`config.mk`:
```
export PLATFORM = sky130hd
export DESIGN_NAME = cnn_core_scheduler
export DESIGN_NICKNAME = d
export VERILOG_FILES = /design/src/rtl/cnn_core_scheduler.sv
export SDC_FILE = /design/constraint.sdc
export NUM_CORES = 1
export LEC_CHECK = 0
export ABC_AREA = 1
export CORE_MARGIN = 1
export CORE_UTILIZATION = 36
export CTS_CLUSTER_DIAMETER = 50
export DETAILED_ROUTE_END_ITERATION = 6
export PLACE_DENSITY = 0.63
export SLEW_MARGIN = 20
export SYNTH_ARGS = -nofsm -noshare
export SYNTH_HDL_FRONTEND = slang
export SYNTH_SLANG_ARGS = --single-unit
```
`constraint.sdc`:
```
create_clock -name clk -period 14.6 [get_ports clk]
set_clock_uncertainty 0.1 [all_clocks]
set_input_delay 2.92 -clock clk [delete_from_list [all_inputs] [get_ports clk]]
set_output_delay 2.92 -clock clk [all_outputs]
set_load 0.02 [all_outputs]
```
`src/rtl/cnn_core_scheduler.sv`:
```
// cnn_core_scheduler
// Shares NCORE cnn_top cores between NREQ job requesters. Jobs are accepted
// round-robin (one per cycle, at most one outstanding per requester), sent to
// the lowest-index idle core with a one-cycle start pulse, and each core's
// result is returned through a single valid/ready response register tagged
// with requester and core IDs.
//
// Ports
//   clk, rst            clock, asynchronous active-high reset
//   sched_en            gates acceptance of new jobs only
//   req_valid/req_addr  per-requester job request and image base address
//   req_ready           one-hot (or zero) grant
//   core_start          one-cycle start pulse per core
//   core_addr           image base address per core, held while core is busy
//   core_done/value     per-core completion pulse and result
//   rsp_*               response port (valid/ready, requester id, core id, value)
//   busy_cores          per-core RUN or HOLD flag
//   jobs_inflight       busy cores plus occupied response register
//
// Per-core states
//   state   | meaning
//   ST_IDLE | free, can be dispatched
//   ST_RUN  | job started, waiting for core_done
//   ST_HOLD | result captured, waiting for the response register
module cnn_core_scheduler #(
    parameter int NREQ   = 4,
    parameter int NCORE  = 2,
    parameter int ADDR_W = 16,
    parameter int OUT_W  = 32
) (
    input  logic                    clk,
    input  logic                    rst,
    input  logic                    sched_en,
    input  logic [NREQ-1:0]         req_valid,
    input  logic [NREQ*ADDR_W-1:0]  req_addr,
    output logic [NREQ-1:0]         req_ready,
    output logic [NCORE-1:0]        core_start,
    output logic [NCORE*ADDR_W-1:0] core_addr,
    input  logic [NCORE-1:0]        core_done,
    input  logic [NCORE*OUT_W-1:0]  core_value,
    output logic                    rsp_valid,
    input  logic                    rsp_ready,
    output logic [2:0]              rsp_req_id,
    output logic [1:0]              rsp_core_id,
    output logic [OUT_W-1:0]        rsp_value,
    output logic [NCORE-1:0]        busy_cores,
    output logic [2:0]              jobs_inflight
);

    typedef enum logic [1:0] {ST_IDLE, ST_RUN, ST_HOLD} core_state_t;

    core_state_t      core_state [NCORE];
    logic [2:0]       slot_req   [NCORE];
    logic [OUT_W-1:0] slot_value [NCORE];
    logic [2:0]       req_ptr;
    logic [1:0]       rsp_ptr;

    logic [NCORE-1:0]  idle_vec, hold_vec, hold_hi, hold_pick;
    logic [NREQ-1:0]   req_elig, req_cand, req_hi, req_pick;
    logic              grant_found, src_found, rsp_load;
    logic [2:0]        grant_idx, src_req;
    logic [1:0]        idle_idx, src_idx;
    logic [ADDR_W-1:0] grant_addr;
    logic [OUT_W-1:0]  src_value;

    always_comb begin
        for (int c = 0; c < NCORE; c++) begin
            idle_vec[c]   = (core_state[c] == ST_IDLE);
            hold_vec[c]   = (core_state[c] == ST_HOLD);
            busy_cores[c] = (core_state[c] != ST_IDLE);
        end
    end

    // A requester stays ineligible until its result leaves the response register.
    always_comb begin
        for (int r = 0; r < NREQ; r++) begin
            req_elig[r] = !(rsp_valid && rsp_req_id == 3'(r));
            for (int c = 0; c < NCORE; c++) begin
                if (core_state[c] != ST_IDLE && slot_req[c] == 3'(r))
                    req_elig[r] = 1'b0;
            end
        end
    end

    // Round-robin: prefer candidates at or above req_ptr, else wrap to the lowest.
    always_comb begin
        req_cand    = req_valid & req_elig & {NREQ{sched_en && (|idle_vec) && !rst}};
        for (int r = 0; r < NREQ; r++)
            req_hi[r] = req_cand[r] && (r >= int'(req_ptr));
        req_pick    = (|req_hi) ? req_hi : req_cand;
        grant_found = 1'b0;
        grant_idx   = '0;
        grant_addr  = '0;
        for (int r = 0; r < NREQ; r++) begin
            if (!grant_found && req_pick[r]) begin
                grant_found = 1'b1;
                grant_idx   = 3'(r);
                grant_addr  = req_addr[r*ADDR_W +: ADDR_W];
            end
        end
        for (int r = 0; r < NREQ; r++)
            req_ready[r] = grant_found && (grant_idx == 3'(r));
    end

    always_comb begin
        idle_idx = '0;
        for (int c = NCORE - 1; c >= 0; c--)
            if (idle_vec[c]) idle_idx = 2'(c);
    end

    always_comb begin
        rsp_load = !rsp_valid || rsp_ready;
        for (int c = 0; c < NCORE; c++)
            hold_hi[c] = hold_vec[c] && (c >= int'(rsp_ptr));
        hold_pick = (|hold_hi) ? hold_hi : hold_vec;
        src_found = 1'b0;
        src_idx   = '0;
        src_req   = '0;
        src_value = '0;
        for (int c = 0; c < NCORE; c++) begin
            if (!src_found && hold_pick[c]) begin
                src_found = 1'b1;
                src_idx   = 2'(c);
                src_req   = slot_req[c];
                src_value = slot_value[c];
            end
        end
    end

    always_comb begin
        jobs_inflight = {2'b00, rsp_valid};
        for (int c = 0; c < NCORE; c++)
            jobs_inflight = jobs_inflight + {2'b00, busy_cores[c]};
    end

    always_ff @(posedge clk or posedge rst) begin
        if (rst) begin
            for (int c = 0; c < NCORE; c++) begin
                core_state[c] <= ST_IDLE;
                slot_req[c]   <= '0;
                slot_value[c] <= '0;
            end
            core_start  <= '0;
            core_addr   <= '0;
            req_ptr     <= '0;
            rsp_ptr     <= '0;
            rsp_valid   <= 1'b0;
            rsp_req_id  <= '0;
            rsp_core_id <= '0;
            rsp_value   <= '0;
        end else begin
            core_start <= '0;
            if (grant_found)
                req_ptr <= (grant_idx == 3'(NREQ - 1)) ? 3'd0 : grant_idx + 3'd1;

            // The three transitions need IDLE, RUN and HOLD respectively, so
            // at most one applies to a core in any cycle.
            for (int c = 0; c < NCORE; c++) begin
                if (grant_found && idle_idx == 2'(c)) begin
                    core_state[c]                  <= ST_RUN;
                    slot_req[c]                    <= grant_idx;
                    core_addr[c*ADDR_W +: ADDR_W]  <= grant_addr;
                    core_start[c]                  <= 1'b1;
                end else if (core_state[c] == ST_RUN && core_done[c]) begin
                    core_state[c] <= ST_HOLD;
                    slot_value[c] <= core_value[c*OUT_W +: OUT_W];
                end else if (rsp_load && src_found && src_idx == 2'(c)) begin
                    core_state[c] <= ST_IDLE;
                end
            end

            if (rsp_load) begin
                rsp_valid <= src_found;
                if (src_found) begin
                    rsp_req_id  <= src_req;
                    rsp_core_id <= src_idx;
                    rsp_value   <= src_value;
                    rsp_ptr     <= (src_idx == 2'(NCORE - 1)) ? 2'd0 : src_idx + 2'd1;
                end
            end
        end
    end

endmodule

```
Yosys cells after proc, flatten, opt, wreduce, memory -nomap -nowiden. Cells that the tools add are included.

Flip-flop bits (word level): 151. Bits of input ports: 138. Output and inout bits: 81. Word-level logic and storage cells: 151.

$add $sub $neg: 4. Order comparisons: 6. Eq/ne operators: 18. Mux-type cells: 40. Bitwise logic cells: 4. Reductions and logical operators: 64.

Operators with widths (count): $mux 16 (4); $mux 32 (2); $logic_and 1x1->1 (35); $eq 3x2->1 const B (8); $mux 1 (19); $mux 2 (9); $mux 3 (5); $eq 3x1->1 const B (4); $logic_not 3->1 (4); $logic_not 1->1 (10); $and 4x4->4 (2); $eq 2x1->1 const B (4); $logic_not 2->1 (4); $ge 1x3->1 const A (2); $ge 2x3->1 const A (2); $reduce_and 2->1 (3); $reduce_bool 3->1 (2); $eq 2x2->1 const B (2); $ge 1x2->1 const A (2); $mux 4 (1); $reduce_bool 2->1 (2); $reduce_or 2->1 (2); $reduce_or 4->1 (1); $add 2x1->3 (1); other kinds (5) (6).

Logic depth before layout (Yosys ltp).
Depth after elaboration: 23. Gate-level depth with buffers: 17. Depth with buffers taken out: 17.

Worst setup path before layout. No wires, ideal clock.

Path kind: input port to output port. From: in rst. To: out req_ready[3]. Arrival: 8.336 ns. Setup slack: 3.244 ns. Cell stages on the path: 13. Cells stage by stage: inv_1 -> nand2_1 -> nor2_8 -> nand3_4 -> inv_2 -> o21ai_0 -> nand2_1 -> nand3_4 -> buf_2 -> nand2_1 -> ha_1 -> inv_1 -> nor2_1.

Word-level cells in the longest chain between the ends: 18. Elaborated cells between the ends (all ways): 24. Those cells by class: eq/ne: 1; mux: 8; bitwise: 1; reduce/logical: 14.

RTL lines: from (decl) (line 32) `input logic rst,`; $logic_not 1->1 (no line) *; $logic_and 1x1->1 * (line 87) `req_cand = req_valid & req_elig & {NREQ{sched_en && (|idle_vec) && !rst}};`; $and 4x4->4 * (line 87); $logic_and 1x1->1 (line 89) `req_hi[r] = req_cand[r] && (r >= int'(req_ptr));`; $reduce_or 4->1 (line 90) `req_pick = (|req_hi) ? req_hi : req_cand;`; $mux 4 * (line 90); $mux 1 (line 95) `if (!grant_found && req_pick[r]) begin`; $logic_not 1->1 (line 95); (+3 left out); $logic_and 1x1->1 (line 95); $mux 1 (line 95); $logic_not 1->1 (line 95); $logic_and 1x1->1 (line 95); $mux 3 * (line 95); net grant_idx[1] (line 61) `logic [2:0] grant_idx, src_req;`; $eq 3x2->1 * (line 102) `req_ready[r] = grant_found && (grant_idx == 3'(r));`; $logic_and 1x1->1 * (line 102); to (decl) (line 36) `output logic [NREQ-1:0] req_ready,`.

Mark *: on every way through the listed nets, which the timed path passes. The rest lies on a longest branch.

Worst setup path in the final report. Ends and elaborated chain as after synthesis.

==> reports/qor.yml <==
outcome:
  outcome: "finished, final reports clean"
worst_setup_path:
  regToRegStartpoint: "core_state[2]$_DFFE_PP0P_"
  endpoint_kind: "output port"
  cp.required_ps: 11580
  worst-path-max-fanout: 81
  critPathKind: "input pin to output port"
  critPathLaunchType: "input pin"
  ff2ff_setup_slack_ps: 11890
  reg2reg_depth: 15
  arrival_ps: 6640
  r2r-end: "req_ptr[1]$_DFFE_PP0P_"
sta:
  slew_viol_final: 0
  hold_viol: 0
  maxSlewHeadroom_pct: 35.2
  setup_tns_ps: 0
  rsz0062_at_grt: "no"
  worstMarginPinSlew_ps: 970
  setup-violations-final: 0
  period_share_pct: 66.2
  period_needed_ps: 9660
  max_freq_mhz: 104
floorplanning:
  dieWidth_um: 141
  initial_core_util_pct: 37.1
  dieArea_sq_um: 20000
  chipHeight_um: 141
  core_sq_um: 18900
  io_pins: 219
  rows: 50
yosys:
  synth_top_area_share_pct: 51.8
  synthTopCellsByArea: "dfrtp_1 (52%), nand2_1 (19%), inv_1 (5.5%), o21ai_0 (5.1%), o22ai_1 (2.9%)"
  synth_edf_count: 0
  synth_common_cells: "nand2_1 (351), dfrtp_1 (145), inv_1 (103), o21ai_0 (72), nor2_1 (52)"
  yosysMostFrequentCell: "nand2_1"
  syn_inst: 883
  synthFlopType: "dfrtp_1"
  avgSynthCellArea_sq_um: 7.93
  yosysWarnings: 0
  synth_area_sq_um: 7010
  synthArstFlopShare_pct: 100
  synth-seq-cells: 145
  ys_seq_area_share_pct: 51.8
  yosys.cell_types.count: 32
  yosysTopAreaCell: "dfrtp_1"
final_layout:
  fillers: 1811
  drive_above_1_share_pct: 6.93
  fin_util_pct: 52.5
  nets: 1225
  multi_input_area_sq_um: 2790
  area_growth_pct: 41.7
  area.sequential_sq_um: 3630
  final_cells: 1358
min_path:
  hp-class: "register to register"
  min_to: "rsp_value[31]$_DFFE_PP0P_"
  worstHoldPathCells: 2
  hp-start: "rsp_value[31]$_DFFE_PP0P_"
clock_tree:
  cts_setup_buffers: 0
  htreeDepth: 4
  cts_buffers: 17
  path_clk_slew_ps: 60
  cts_buffer_depth: 2
  cts_root_buf: "clkbuf_16"
  clkSinkCount: 145
  insertion_delay_ps: 420
  ctsResizeCount: 0
  cts.hold.buffers_added: 0
  cts_tree: "built"
placement:
  place_inst: 1325
  dp_hpwl_mm: 13.8
  place_congestion: 0.834
  portBuffers: 215
grt:
  grt_max_degree: 82
  overflow: 0
  grt_use_total_pct: 20.5
  grt_pass1_wl_mm: 31.5
  antenna_found_initial: 1
  grt_pass1_vias: 6111
routing:
  wl_per_cell_um: 14.6
  drt-initial-drc-count: 401
  viasPerCell: 4.61
  ant_nets: 0
  vias: 6266
  route.detailed.drc: 0
  wirelength_mm: 19.9
  first_pass_iters: 4
power:
  power_density_nw_per_um2: 196
  p_leak_nw: 4.89
  peakVddDrop_v: 0.000120
job:
  cap_violations: 0
## final cells by class
class                      count  share of cell area [%]
antenna                        1                  0.0252
clock buffer                  19                    4.56
clock inverter                13                    1.19
inverter                     108                    4.14
multi-input combinational    591                    28.1
sequential                   145                    36.6
tap                          260                    3.28
timing repair buffer         221                    22.1
## critical path, cell delays in order
cell and delay [ps]:
clkdlybuf4s50_1 470, inv_6 560, nand2_1 270, nor2_8 240
nand3_4 120, inv_2 320, o21ai_0 150, nand2_1 120
nand3_4 200, nand2_1 220, ha_1 190, inv_1 40
nor2_1 150, clkdlybuf4s50_1 630
## cell families after synthesis
kind of cell / Yosys count / synth area share, %
AO/OA/AOI/OAI: 112 / 8.75
adder cells (fa/ha/maj): 3 / 0.643
buffers and inverters: 149 / 8.66
flip-flops: 145 / 51.8
other: 1 / 0.0535
AND/OR/NAND/NOR: 473 / 30.1
## power by group
part | internal [mW] | leakage, nW | total, mW | switching [mW]
clock | 0.233 | 0.282 | 0.416 | 0.184
combinational | 0.333 | 2.74 | 0.885 | 0.552
sequential | 0.570 | 1.87 | 0.648 | 0.0784
total | 1.14 | 4.89 | 1.95 | 0.814
## how the worst max path moves through the flow
stage              endpoint  cells past startpoint  from
4_1_cts        req_ready[3]                     14   rst
3_5_place_dp   req_ready[3]                     14   rst
5_1_grt        req_ready[3]                     14   rst
6_report       req_ready[3]                     14   rst
2_1_floorplan  req_ready[3]                     13   rst
3_3_place_gp   req_ready[3]                     14   rst
## per-layer routing
layer / GRT usage (%) / share of wire (%)
met1: 27.3 / 45
met2: 33.3 / 49
met3: 4.35 / 4.8
met4: 6.45 / 1.3
met5: 0 / 0
## metrics by stage
stage	instance area, sq um	hold WS (ps)	setup slack [ps]	power (mW)
finish	9920	377	4940	1.95
global route	9920	402	4610	2.09
CTS	9920	381	4880	1.97
detailed placement	9350	364	4890	1.54
global placement	9350	361	4950	1.53
floorplan	7010	353	3240	1.20
## state kept, by name, summed over array words and instances, names as in the netlist, 2 cells and up
signal      count
slot_req        4
slot_value     64
core_addr      32
core_start      2
rsp_value      32
req_ptr         2
core_state      4
rsp_req_id      2
## cell usage in the layout, fill, tap and decap left out, types with 3 or more instances in the layout
master and n:
nand3_1 22, nor2_8 5, nand2_2 6, clkdlybuf4s50_1 215
nand2_1 351, nand2_4 8, o22ai_1 33, clkbuf_16 17
inv_6 6, o21ai_0 71, nor2_1 52, nand3_4 3
dfrtp_1 145, buf_4 6, nor2_4 5, conb_1 3
inv_2 5, nand4_1 17, inv_1 100
No activity file was read; power rests on OpenSTA's default activity.
